[src/rtl/axil_arbiter_wr_if.sv]
// Handshake and select bundle between the AXI-Lite write arbiter and its surroundings.
// The slave modport is the arbiter's view; the master modport is the environment's view.
interface axil_arbiter_wr_if #(
   parameter int NUMBER_MASTER = 2,
   parameter int NUMBER_SLAVE  = 4
);
   // Upstream masters
   logic [NUMBER_MASTER-1:0] req_awvalid;
   logic [NUMBER_MASTER-1:0] req_wvalid;
   logic [NUMBER_MASTER-1:0] req_bready;
   logic [NUMBER_MASTER-1:0] m_awready;
   logic [NUMBER_MASTER-1:0] m_wready;
   logic [NUMBER_MASTER-1:0] m_bvalid;
   logic [NUMBER_MASTER-1:0] grant_mst;

   // Address decoder and downstream slaves
   logic [NUMBER_SLAVE-1:0]  slv_valid;
   logic                     slv_invalid;
   logic [NUMBER_SLAVE-1:0]  s_awready;
   logic [NUMBER_SLAVE-1:0]  s_wready;
   logic [NUMBER_SLAVE-1:0]  s_bvalid;
   logic [NUMBER_SLAVE-1:0]  s_awvalid;
   logic [NUMBER_SLAVE-1:0]  s_wvalid;
   logic [NUMBER_SLAVE-1:0]  s_bready;
   logic [NUMBER_SLAVE-1:0]  grant_slv;
   logic                     decerr;

   modport slave (
      input  req_awvalid, req_wvalid, req_bready,
      input  slv_valid, slv_invalid,
      input  s_awready, s_wready, s_bvalid,
      output grant_mst, grant_slv,
      output m_awready, m_wready, m_bvalid,
      output s_awvalid, s_wvalid, s_bready,
      output decerr
   );

   modport master (
      output req_awvalid, req_wvalid, req_bready,
      output slv_valid, slv_invalid,
      output s_awready, s_wready, s_bvalid,
      input  grant_mst, grant_slv,
      input  m_awready, m_wready, m_bvalid,
      input  s_awvalid, s_wvalid, s_bready,
      input  decerr
   );
endinterface

[src/rtl/axil_arbiter_wr.sv]
// AXI-Lite write-channel arbiter: grants one master at a time, routes AW/W/B handshakes to the
// decoded slave, answers decode misses with DECERR. Define AXIL_ARB_WR_RR_EN for round-robin.
module axil_arbiter_wr #(
   parameter int NUMBER_MASTER = 2,
   parameter int NUMBER_SLAVE  = 4
) (
   input  logic             aclk,
   input  logic             aresetn,
   axil_arbiter_wr_if.slave bus
);
   localparam int PW = (NUMBER_MASTER > 1) ? $clog2(NUMBER_MASTER) : 1;

   typedef enum logic [2:0] {
      IDLE,
      DECODE,
      ADDR,
      RESP,
      ERR_ACK,
      ERR_RESP
   } state_t;

   state_t                   state, state_nxt;
   logic [NUMBER_MASTER-1:0] grant_mst, grant_mst_nxt;
   logic [NUMBER_SLAVE-1:0]  grant_slv, grant_slv_nxt;
   logic                     aw_done, aw_done_nxt;
   logic                     w_done, w_done_nxt;

   logic [NUMBER_MASTER-1:0] req;
   logic [NUMBER_MASTER-1:0] win_oh;
   logic                     win_found;

   logic [NUMBER_MASTER-1:0] m_awready, m_wready, m_bvalid;
   logic [NUMBER_SLAVE-1:0]  s_awvalid, s_wvalid, s_bready;
   logic                     decerr;

   logic                     sel_awready, sel_wready, sel_bvalid, gnt_bready;

   // A master competes only once both its address and its data are on offer.
   assign req = bus.req_awvalid & bus.req_wvalid;

   // Collapse the per-port handshakes onto the current grant via the one-hot masks.
   assign sel_awready = |(bus.s_awready & grant_slv);
   assign sel_wready  = |(bus.s_wready  & grant_slv);
   assign sel_bvalid  = |(bus.s_bvalid  & grant_slv);
   assign gnt_bready  = |(bus.req_bready & grant_mst);

`ifdef AXIL_ARB_WR_RR_EN
   logic [PW-1:0] rr_ptr, rr_ptr_nxt;
   logic [PW-1:0] win_idx;
   logic [PW-1:0] cand;

   // rr_ptr holds the index where the next search begins (last winner + 1).
   always_comb begin
      win_oh    = '0;
      win_found = 1'b0;
      win_idx   = '0;
      cand      = '0;
      for (int k = 0; k < NUMBER_MASTER; k++) begin
         cand = PW'((int'(rr_ptr) + k) % NUMBER_MASTER);
         if (!win_found && req[cand]) begin
            win_found    = 1'b1;
            win_oh[cand] = 1'b1;
            win_idx      = cand;
         end
      end
   end

   assign rr_ptr_nxt = (win_idx == PW'(NUMBER_MASTER - 1)) ? '0 : win_idx + PW'(1);

   always_ff @(posedge aclk) begin
      if (!aresetn)
         rr_ptr <= '0;
      else if (state == IDLE && win_found)
         rr_ptr <= rr_ptr_nxt;
   end
`else
   always_comb begin
      win_oh    = '0;
      win_found = 1'b0;
      for (int k = 0; k < NUMBER_MASTER; k++) begin
         if (!win_found && req[k]) begin
            win_found = 1'b1;
            win_oh[k] = 1'b1;
         end
      end
   end
`endif

   // NOTE: state registers use non-blocking assignments; every register, including the grant
   // vectors, is cleared by the synchronous reset since the bus depends on all of them.
   always_ff @(posedge aclk) begin
      if (!aresetn) begin
         state     <= IDLE;
         grant_mst <= '0;
         grant_slv <= '0;
         aw_done   <= 1'b0;
         w_done    <= 1'b0;
      end else begin
         state     <= state_nxt;
         grant_mst <= grant_mst_nxt;
         grant_slv <= grant_slv_nxt;
         aw_done   <= aw_done_nxt;
         w_done    <= w_done_nxt;
      end
   end

   // NOTE: every signal written here gets a default first, so no branch can infer a latch.
   always_comb begin
      state_nxt     = state;
      grant_mst_nxt = grant_mst;
      grant_slv_nxt = grant_slv;
      aw_done_nxt   = aw_done;
      w_done_nxt    = w_done;
      m_awready     = '0;
      m_wready      = '0;
      m_bvalid      = '0;
      s_awvalid     = '0;
      s_wvalid      = '0;
      s_bready      = '0;
      decerr        = 1'b0;

      case (state)
         IDLE: begin
            if (win_found) begin
               grant_mst_nxt = win_oh;
               state_nxt     = DECODE;
            end
         end

         DECODE: begin
            if (|bus.slv_valid) begin
               grant_slv_nxt = bus.slv_valid;
               state_nxt     = ADDR;
            end else if (bus.slv_invalid) begin
               state_nxt = ERR_ACK;
            end
         end

         ADDR: begin
            s_awvalid   = grant_slv & {NUMBER_SLAVE{!aw_done}};
            s_wvalid    = grant_slv & {NUMBER_SLAVE{!w_done}};
            m_awready   = grant_mst & {NUMBER_MASTER{sel_awready && !aw_done}};
            m_wready    = grant_mst & {NUMBER_MASTER{sel_wready && !w_done}};
            // AW and W complete independently and may both land in the same cycle.
            aw_done_nxt = aw_done | (sel_awready & !aw_done);
            w_done_nxt  = w_done  | (sel_wready  & !w_done);
            if (aw_done_nxt && w_done_nxt)
               state_nxt = RESP;
         end

         RESP: begin
            s_bready = grant_slv & {NUMBER_SLAVE{gnt_bready}};
            m_bvalid = grant_mst & {NUMBER_MASTER{sel_bvalid}};
            if (sel_bvalid && gnt_bready) begin
               grant_mst_nxt = '0;
               grant_slv_nxt = '0;
               aw_done_nxt   = 1'b0;
               w_done_nxt    = 1'b0;
               state_nxt     = IDLE;
            end
         end

         ERR_ACK: begin
            // Swallow the unroutable address and data in a single beat.
            m_awready = grant_mst;
            m_wready  = grant_mst;
            state_nxt = ERR_RESP;
         end

         ERR_RESP: begin
            m_bvalid = grant_mst;
            decerr   = 1'b1;
            if (gnt_bready) begin
               grant_mst_nxt = '0;
               state_nxt     = IDLE;
            end
         end

         default: state_nxt = IDLE;
      endcase

      // Handshakes go quiet as soon as reset is asserted, not one edge later.
      if (!aresetn) begin
         m_awready = '0;
         m_wready  = '0;
         m_bvalid  = '0;
         s_awvalid = '0;
         s_wvalid  = '0;
         s_bready  = '0;
         decerr    = 1'b0;
      end
   end

   assign bus.grant_mst = grant_mst;
   assign bus.grant_slv = grant_slv;
   assign bus.m_awready = m_awready;
   assign bus.m_wready  = m_wready;
   assign bus.m_bvalid  = m_bvalid;
   assign bus.s_awvalid = s_awvalid;
   assign bus.s_wvalid  = s_wvalid;
   assign bus.s_bready  = s_bready;
   assign bus.decerr    = decerr;
endmodule

[src/flat_wrapper.sv]
// flat-port wrapper written by rule: the top's interface ports become plain ports
module axil_arbiter_wr_flat 
#(
   parameter int NUMBER_MASTER = 2,
   parameter int NUMBER_SLAVE  = 4
)
  (aclk, aresetn, bus_req_awvalid, bus_req_wvalid, bus_req_bready, bus_slv_valid, bus_slv_invalid, bus_s_awready, bus_s_wready, bus_s_bvalid, bus_grant_mst, bus_grant_slv, bus_m_awready, bus_m_wready, bus_m_bvalid, bus_s_awvalid, bus_s_wvalid, bus_s_bready, bus_decerr);
  axil_arbiter_wr_if #(.NUMBER_MASTER(NUMBER_MASTER), .NUMBER_SLAVE(NUMBER_SLAVE)) bus_i ();
  input  logic aclk;
  input  logic aresetn;
  input wire logic [$bits(bus_i.req_awvalid)-1:0] bus_req_awvalid;
  input wire logic [$bits(bus_i.req_wvalid)-1:0] bus_req_wvalid;
  input wire logic [$bits(bus_i.req_bready)-1:0] bus_req_bready;
  input wire logic [$bits(bus_i.slv_valid)-1:0] bus_slv_valid;
  input wire logic [$bits(bus_i.slv_invalid)-1:0] bus_slv_invalid;
  input wire logic [$bits(bus_i.s_awready)-1:0] bus_s_awready;
  input wire logic [$bits(bus_i.s_wready)-1:0] bus_s_wready;
  input wire logic [$bits(bus_i.s_bvalid)-1:0] bus_s_bvalid;
  output wire logic [$bits(bus_i.grant_mst)-1:0] bus_grant_mst;
  output wire logic [$bits(bus_i.grant_slv)-1:0] bus_grant_slv;
  output wire logic [$bits(bus_i.m_awready)-1:0] bus_m_awready;
  output wire logic [$bits(bus_i.m_wready)-1:0] bus_m_wready;
  output wire logic [$bits(bus_i.m_bvalid)-1:0] bus_m_bvalid;
  output wire logic [$bits(bus_i.s_awvalid)-1:0] bus_s_awvalid;
  output wire logic [$bits(bus_i.s_wvalid)-1:0] bus_s_wvalid;
  output wire logic [$bits(bus_i.s_bready)-1:0] bus_s_bready;
  output wire logic [$bits(bus_i.decerr)-1:0] bus_decerr;
  assign bus_i.req_awvalid = bus_req_awvalid;
  assign bus_i.req_wvalid = bus_req_wvalid;
  assign bus_i.req_bready = bus_req_bready;
  assign bus_i.slv_valid = bus_slv_valid;
  assign bus_i.slv_invalid = bus_slv_invalid;
  assign bus_i.s_awready = bus_s_awready;
  assign bus_i.s_wready = bus_s_wready;
  assign bus_i.s_bvalid = bus_s_bvalid;
  assign bus_grant_mst = bus_i.grant_mst;
  assign bus_grant_slv = bus_i.grant_slv;
  assign bus_m_awready = bus_i.m_awready;
  assign bus_m_wready = bus_i.m_wready;
  assign bus_m_bvalid = bus_i.m_bvalid;
  assign bus_s_awvalid = bus_i.s_awvalid;
  assign bus_s_wvalid = bus_i.s_wvalid;
  assign bus_s_bready = bus_i.s_bready;
  assign bus_decerr = bus_i.decerr;
  axil_arbiter_wr #(.NUMBER_MASTER(NUMBER_MASTER), .NUMBER_SLAVE(NUMBER_SLAVE)) u_core (.aclk(aclk), .aresetn(aresetn), .bus(bus_i));
endmodule
[config.mk]
export PLATFORM = sky130hd
export DESIGN_NAME = axil_arbiter_wr_flat
export DESIGN_NICKNAME = d
export VERILOG_FILES = /design/src/rtl/axil_arbiter_wr_if.sv /design/src/rtl/axil_arbiter_wr.sv /design/src/flat_wrapper.sv
export SDC_FILE = /design/constraint.sdc
export NUM_CORES = 1
export LEC_CHECK = 0
export CELL_PAD_IN_SITES_DETAIL_PLACEMENT = 0
export CELL_PAD_IN_SITES_GLOBAL_PLACEMENT = 1
export CORE_ASPECT_RATIO = 0.5
export CORE_MARGIN = 4
export CORE_UTILIZATION = 28
export CTS_CLUSTER_SIZE = 28
export DETAILED_ROUTE_END_ITERATION = 8
export PLACE_DENSITY = 0.92
export SLEW_MARGIN = 40
export SYNTH_ARGS = -nofsm -noshare
export SYNTH_HDL_FRONTEND = slang
export SYNTH_SLANG_ARGS = --single-unit
[constraint.sdc]
create_clock -name aclk -period 4 [get_ports aclk]
set_input_delay 0.8 -clock aclk [delete_from_list [all_inputs] [get_ports aclk]]
set_output_delay 0.8 -clock aclk [all_outputs]
set_load 0.05 [all_outputs]
Word level (Yosys, flattened, before mapping):

Cells that the tools add are included.

* flip-flop bits (word level): 11
* input bits: 25
* output and inout port bits: 25
* word-level logic and storage cells: 86

* equal/unequal tests: 11
* muxes and demuxes: 34
* bitwise logic cells: 15
* reductions and logical operators: 21

Operators by type and width (count)
* 2-to-1 mux 4 bit: 8
* bitwise AND 4 bit: 6
* 2-to-1 mux 3 bit: 6
* one-hot mux 3 bit (6 select lines): 1
* OR reduction 4 bit: 4
* 2-to-1 mux 2 bit: 6
* one-hot mux 2 bit (2 select lines): 3
* bitwise AND 2 bit: 5
* inequality test 2 x 1 -> 1 bit (second input constant): 5
* one-hot mux 4 bit (2 select lines): 1
* equality test 3 x 2 -> 1 bit (second input constant): 2
* equality test 3 bit (second input constant): 2
* 2-to-1 mux 1 bit: 6
* one-hot mux 2 bit (3 select lines): 1
* logical AND 1 bit: 5
* AND reduction 5 bit: 1
* one-hot mux 1 bit (2 select lines): 2
* AND reduction 4 bit: 1
* nonzero test 2 bit: 2
* equality test 3 x 1 -> 1 bit (second input constant): 1
* logical NOT 1 bit: 3
* logical NOT 3 bit: 1
* inequality test 3 x 2 -> 1 bit (second input constant): 1
* AND reduction 3 bit: 1
* 5 further kinds: 7

Logic depth before layout (Yosys ltp):

* depth in word-level cells: 7
* depth in mapped cells: 5
* depth with buffers taken out: 4

Least setup slack after synthesis:

No wires, ideal clock.

* path type: input to output
* from: input aresetn
* to: output bus_m_awready[0]
* arrival: 1839 ps
* required time: 3200 ps
* path slack: 1361 ps
* stages: 4
* buffers on the path: 0
* path through: inv_1 -> nor2_1 -> nand2_1 -> nor2_1

* cells in the longest elaborated chain, start to end: 1

Ends and longest elaborated chain
* from (decl): RTL line flat_wrapper.sv:10 `input logic aresetn;`
* 2-to-1 mux 2 bit: RTL line axil_arbiter_wr.sv:183 `if (!aresetn) begin`
* to (decl): RTL line flat_wrapper.sv:21 `output wire logic [$bits(bus_i.m_awready)-1:0] bus_m_awready;`

Every way passes these cells.

Worst setup path after layout:

Same ends and word-level chain as after synthesis.

==> flow_summary.toml <==
[run_status]
status = "complete, no violations"

[power]
total_power_w = 0.000568
power.switching_w = 0.000253
comb_power_share = 0.461
p_per_area_nw_per_um2 = 385
p_int_w = 0.000315
seqPwrFrac = 0.334
p_leak_nw = 0.502
power.share.clock = 0.205
ir_worst_vdd_v = 0.000127
switching_share = 0.446

[layout]
area_growth_syn_to_layout_pct = 63.0
drive_above_1_share = 0.0936
instances_no_fill = 211
antennaDiodeCount = 0
fin_area_um2 = 1470
final_nets = 197

[setup_path]
critPathArrivalTime_ns = 2.93
cp_max_fo = 8
crit_family = "buffers and inverters"
path_cells = "clkdlybuf4s50_1, inv_1, nor2_1, nand2_1, nor2_1, clkdlybuf4s50_1"
cpPeakStageDelay_ns = 0.81
cpMaxStageDelayCell = "clkdlybuf4s50_1"
cp.required_ns = 3.20
cp-start-kind = "input port"
cp_num_buf_inv = 3
end_kind = "output port"
path_class = "in2out"

[drt]
totalWireLength_um = 2960
topRoutingLayerUsed = "met4"
drtAntennaViolNets = 0
vias = 1072
wl_met2_um = 1310
vias_per_cell = 5.08
drc = 0
wire_per_inst_um = 14.0
drt_iter0_drc = 104
drt-met1-wl_um = 1480
dr.pass1.iters = 4
dr_wl_met3_um = 150

[die]
ios = 50
die_x_um = 88.3
rows = 14
dieArea_um2 = 4250
fp.coreArea_um2 = 3050
die_h_um = 48.2
initial_utilization = 0.296

[synth]
avgSynthCellArea_um2 = 7.47
syn_area_um2 = 903
yosysWarnings = 0
synthTopCellsByArea = "dfxtp_1, a21oi_1, nand2_1"
synth_simple_gate_area_frac = 0.346
ys_top_cells_by_count = "nand2_1, a21oi_1, dfxtp_1"
netlist_instances = 121
synth_area_leader_cell = "dfxtp_1"
yosysTopAreaCellShare = 0.244
synth_xor_area_frac = 0
ys.flop_type = "dfxtp_1"
async_flop_share = 0
yosysUniqueCellTypes = 42
yosysMostFrequentCell = "nand2_1"
ys_ff_latch = 11
synth_mux_area_frac = 0.0111
ys_seq_area_frac = 0.244
synth_nets = 146
synth_top_family_by_area = "compound AO/OA/AOI/OAI gates"
synth-compound-area-share = 0.359
synthAdderAreaFrac = 0
synth-edff-count = 0

[global_routing]
grt-ovfl-total = 0
antenna_found_initial = 0
grt_util_all_layers = 0.150
grt_pass1_wl_um = 4930
grt_max_degree = 17
grt_pass1_vias = 1018

[sta]
min_period_ns = 3.73
finalCritPeriodShare = 0.931
setup_violations = 0
finClkSkew_ns = 0.000661
slew_headroom = 0.614
worst_pin_slew_ns = 0.578
max_freq_mhz = 268
hold_viol = 0
final_max_slew_viol_count = 0
fin_tns_setup_ns = 0
rsz0062_at_grt = "false"

[place]
hpwl_um = 2440
gp_congestion = 0.826
io_buffers = 49
placed_area_um2 = 1430
dp.cells = 207

[clock_tree]
numCtsBuffers = 3
cts_tree = "built"
postCtsSetupRepairBufs = 0
post_cts_resized = 0
clkSlewWorstSetupHoldPaths_ns = 0.05
htreeDepth = 1
cts_buffer_depth = 2
cts.sinks = 11
postCtsHoldBufs = 0
insertion_delay_ns = 0.25
cts-root-buf = "clkbuf_8"

[worst_hold_path]
min_path_type = "reg2reg"

[job]
cap_violations = 0
## sequential cells by signal, indices dropped and copies added (netlist names)
signal                flops
u_core.w_done             1
u_core.bus.grant_mst      2
u_core.aw_done            1
u_core.bus.grant_slv      4
u_core.state              3
## logic make-up after synthesis
family	count (synthesis)
mux	1
simple gates	58
buf+inv	7
flops	11
compound gates	44
## stage by stage
stage | util | hold WS (ns) | setup WS [ns]
after global routing | 0.483 | 0.541 | 0.130
after CTS | 0.483 | 0.501 | 0.299
after global placement | 0.468 | 0.479 | 0.353
after detailed placement | 0.468 | 0.494 | 0.304
after floorplan | - | 0.464 | 1.36
final | 0.483 | 0.500 | 0.275
## worst paths after layout
kind | startpoint | to | slack [ns] | cells past startpoint
hold reg to reg | u_core.aw_done | u_core.aw_done | 0.50 | 2
hold / removal | u_core.aw_done | u_core.aw_done | 0.50 | 2
setup reg to reg | u_core.state[1] | u_core.state[0] | 2.21 | 4
setup / recovery | aresetn | bus_m_awready[0] | 0.27 | 6
## power by group through the flow
stage / Clock [W] / Sequential [W] / Combinational (W)
floorplan: 0 / 0.000200 / 0.000165
global placement: 0 / 0.000191 / 0.000259
detailed placement: 0 / 0.000191 / 0.000260
CTS: 0.000117 / 0.000189 / 0.000261
global route: 0.000124 / 0.000198 / 0.000285
finish: 0.000116 / 0.000189 / 0.000262
## routing by layer
metal | track usage | vias up
met5 | 0 | -
met1 | 0.218 | 484
met3 | 0.0202 | 3
li1 | - | 552
met2 | 0.239 | 33
met4 | 0.0361 | 0
## tightest hold or removal path: stages (launching register included)
cell and delay, ns:
dfxtp_1 0.31, o21ai_0 0.07, a21oi_1 0.06
## area by class of cell
type / count / area (µm²)
clock inverter: 1 / 5.00
sequential: 11 / 220
clock buffer: 3 / 41.3
timing repair buffer: 50 / 498
tap: 40 / 50.0
fill: 307 / 1580
multi-input combinational: 103 / 647
inverter: 3 / 11.3
## cells in the final DEF (no fill, tap or decap), drive strengths merged, types with 2 or more instances in the layout
cell	netlist	final
nand2	16	16
a21oi	12	12
o211ai	2	2
o21ai	9	9
nand3b	2	2
and2	10	10
inv	3	3
clkdlybuf4s50	0	49
and3	4	4
a31oi	2	2
dfxtp	11	11
a22oi	8	8
nor2	9	9
a21o	2	2
nor3	4	4
nand2b	3	3
clkbuf	1	3
nand3	3	3
(Power assumes the default switching activity.)
==> patch 1, RTL diff (same flow settings) <==
Build with the macro `AXIL_ARB_WR_RR_EN` defined.
--- a/src/rtl/axil_arbiter_wr.sv
+++ b/src/rtl/axil_arbiter_wr.sv
@@ -1,4 +1,6 @@
 // AXI-Lite write-channel arbiter: grants one master at a time, routes AW/W/B handshakes to the
 // decoded slave, answers decode misses with DECERR. Define AXIL_ARB_WR_RR_EN for round-robin.
+`define AXIL_ARB_WR_RR_EN
+
 module axil_arbiter_wr #(
    parameter int NUMBER_MASTER = 2,
Check against the original RTL: not equivalent (a bounded check fails within 10 cycles, from zero or initial values and one cycle with aresetn low).
==> patch 1 against the original RTL <==
Area after synthesis is 5.0% lower. Sequential cell count is 1 higher. Wire length is 5.9% lower. Power is 4.3% higher. Sequential power is 7% lower. Final area is 2.9% lower. Via count is 0.93% lower. Setup slack better by 0.19 ns. Combinational power is 18% higher. Largest power group unchanged.
==> patch 1: results (changes against the original RTL) <==
met2 WL post-DR 1.29 mm (-1.3%); clk root buf clkbuf_8; routed vias/inst 5.03 (-0.93%); Max Clock Skew 0.00227 ns (+0.00161 ns); met3 wire length 207 um (+38%); HPWL after DPL 2.30 mm (-5.7%); Worst-path clk slew 0.05 ns (about the same); drt pass-1 iters 4 (unchanged); H-tree Lvls 1 (unchanged); CTS Buf Count 3 (unchanged); top post-synthesis cells by area dfxtp_1, nor2_1, a22oi_1; pin count of the biggest net entering global routing 20 (+3); vias in the first global route 1004 (-1.4%); Post-synth ARST share 0 (unchanged); register area share after synthesis 0.280 (+0.0361); maximum vdd drop 0.000190 V (+50%); gpl congestion 0.798 (-3.4%); initial antenna violation count 0 (unchanged); Yosys cell types 30 (-29%); worst-margin pin slew 0.509 ns (-0.0688 ns); top layer in use met4; setup bufs post-CTS 0 (unchanged); YS warnings 0 (unchanged); Syn Inst Count 125 (+3.3%); total number of vias 1062 (-0.93%); layout cells sized above 1 0.0402 (-0.0533); Ant. Diodes 0 (unchanged); dpl cells 208 (+0.48%); post-cts resize count 0 (unchanged); I/O Buffers 49 (unchanged); WP data arrival 2.74 ns (-0.19 ns); worst-skew pair later-pin latency 0.24 ns; global-route wire length before repair 4.44 mm (-9.9%); outcome completed; worst slack at placement 0.577 ns (+0.273 ns); Synthesized Nets 150 (+2.7%); Top Registers u_core.bus.grant_slv: 4 flops, u_core.state: 3 flops, u_core.bus.grant_mst: 2 flops; Met1 Wirelength 1.26 mm (-15%); total wire length 2.79 mm (-5.9%); Leakage 0.472 nW (-5.9%); worst min path class flop to flop; gr usage total 0.141 (-0.00921); DRT iter0 DRCs 54 (-48%); clock tree buffer depth 2 (unchanged); Synth top cells by count nor2_1, nand2_1, dfxtp_1; worst-path maximum fanout 11 (+3); Area after DPL 0.00139 sq mm (-2.6%); ys flop type dfxtp_1; Layout Nets 201 (+2.0%)
## patch 1: cell types whose count changed after synthesis, moves of 4 or more
cell,before,now
a22oi_1,5,11
nor2_1,9,27
a21oi_1,12,5
and2_1,8,0
o21ai_1,4,0
nand3_1,3,7
nand2b_1,3,7
## patch 1: power by group
part           switching, W  internal, W  leakage [nW]  total (W)
sequential        0.0000314     0.000144        0.0979   0.000175
clock             0.0000424    0.0000662        0.0216   0.000109
combinational      0.000181     0.000127         0.353   0.000308
## patch 1: cells by family (layout without fill, tap and decap cells)
| logic type | Yosys count | after routing | share of synthesized area |
|---|---|---|---|
| muxes | 4 | 4 | 0.0466 |
| and+or+nand+nor | 72 | 72 | 0.389 |
| AOI/OAI and AO/OA | 31 | 31 | 0.255 |
| DFF | 12 | 12 | 0.280 |
| buffers and inverters | 6 | 55 | 0.0291 |
## patch 1: worst paths after layout
kind	endpoint	slack [ns]	startpoint	cells after the start
worst max-delay path	bus_m_awready[1]	0.46	u_core.state[1]	6
worst min-delay path	u_core.w_done	0.52	u_core.w_done	2
worst max register to register	u_core.state[2]	2.11	u_core.state[1]	5
worst min register to register	u_core.w_done	0.52	u_core.w_done	2
## patch 1: critical path, stage by stage (launching register included)
cell and delay, ns:
dfxtp_1 0.51, nor3b_1 0.48, nand2b_1 0.26, a21oi_1 0.24, nor2_1 0.08, nor2_1 0.10
clkdlybuf4s50_1 0.81
## patch 1: routing by layer
layer  track usage  up-vias
met4        0.0373        0
met1         0.183      483
li1              -      543
met2         0.243       34
met3        0.0315        2
met5             0        -
## patch 1: area by class of cell
type,count,area (sq um)
tap,37,46.3
timing repair buffer,51,505
inverter,1,3.75
fill,293,1320
clock buffer,3,41.3
sequential,12,240
multi-input combinational,107,593
==> patch 2, RTL diff (same settings) <==
Without the edit above. The 6 states of `state_t` get a one-hot encoding in 6 bits.
--- a/src/rtl/axil_arbiter_wr.sv
+++ b/src/rtl/axil_arbiter_wr.sv
@@ -11,11 +11,11 @@
    localparam int PW = (NUMBER_MASTER > 1) ? $clog2(NUMBER_MASTER) : 1;
 
-   typedef enum logic [2:0] {
-      IDLE,
-      DECODE,
-      ADDR,
-      RESP,
-      ERR_ACK,
-      ERR_RESP
+   typedef enum logic [5:0] {
+      IDLE     = 6'b000001,
+      DECODE   = 6'b000010,
+      ADDR     = 6'b000100,
+      RESP     = 6'b001000,
+      ERR_ACK  = 6'b010000,
+      ERR_RESP = 6'b100000
    } state_t;
 
Formal check against the unedited RTL: same outputs for any inputs over 10 cycles, from zero or initial values and one cycle with aresetn low; not proved beyond that.
==> patch 2 against the original RTL <==
Power down 22%. Non-clock buffer count shrank 1. Wire length up 6.6%. Sequential cell count is 3 higher. First-iteration DRC count is 53% higher. Via count up 4.9%. Core utilization rose by 0.70 points. Final area is 1.4% higher. Setup slack gained 0.18 ns. Area after synthesis grew 0.28%. Cell count fell by 0.95%. Critical path type unchanged. Highest routed layer unchanged.
==> patch 2: results (changes against the original RTL) <==
top-count cell post-synth nor2_1; Synth top cells by count nor2_1, dfxtp_1, nor3_1; HPWL after DPL 2.55 mm (+4.4%); worst-path maximum fanout 13 (+5); top post-synthesis cells by area dfxtp_1, nor2_1, a22oi_1; Hold Path End u_core.bus.grant_mst[1]; global-route wire length before repair 5.00 mm (+1.5%); r2r endpoint u_core.state[0]; Area after DPL 0.00144 sq mm (+0.88%); layout cells sized above 1 0.0473 (-0.0462); routed vias/inst 5.38 (+5.9%); Worst Hold Launch u_core.bus.grant_mst[1]; Avg Synthesized Cell Area 7.61 sq um (+2.0%); crit path to bus_decerr; DRT iter0 DRCs 159 (+53%); Combinational Power Share 0.311 (-0.150); Top Registers u_core.state: 6 flops, u_core.bus.grant_slv: 4 flops, u_core.bus.grant_mst: 2 flops; Layout Nets 195 (-1.0%); worst-margin pin slew 0.710 ns (+0.132 ns); Psw 0.000142 W (-44%); dpl cells 205 (-0.97%); worst setup margin 0.451 ns (+0.176 ns); gpl congestion 0.816 (-1.2%); clk pwr 0.000141 W (+22%); hold slack 0.597 ns (+0.0966 ns); reg2reg start u_core.state[0]; comb pwr 0.000137 W (-48%); outcome completed; vias in the first global route 1048 (+2.9%)
## patch 2: cell type report
type                            count  area (sq um)
Timing Repair Buffer               49           490
Inverter                            1          3.75
Clock buffer                        4          55.1
Sequential cell                    14           280
Tap cell                           40          50.0
Multi-Input combinational cell    101           614
Fill cell                         295          1550
## patch 2: cell families (layout without fill, tap and decap cells)
| group | after synthesis | count (layout) | synth area share |
|---|---|---|---|
| buf+inv | 4 | 54 | 0.0193 |
| flops | 14 | 14 | 0.309 |
| simple gates | 68 | 68 | 0.383 |
| compound gates | 31 | 31 | 0.267 |
| mux | 2 | 2 | 0.0221 |
## patch 2: worst max-delay path: stages
cell and delay (ns):
clkdlybuf4s50_1 0.74, inv_1 0.24, nor2_1 0.15, clkdlybuf4s50_1 0.81
## patch 2: layer usage
layer	track usage	vias up	wire length, um
met3	0.0320	4	206
met1	0.210	527	1530
met5	0	-	0
li1	-	558	-
met2	0.260	36	1400
met4	0.0181	0	19
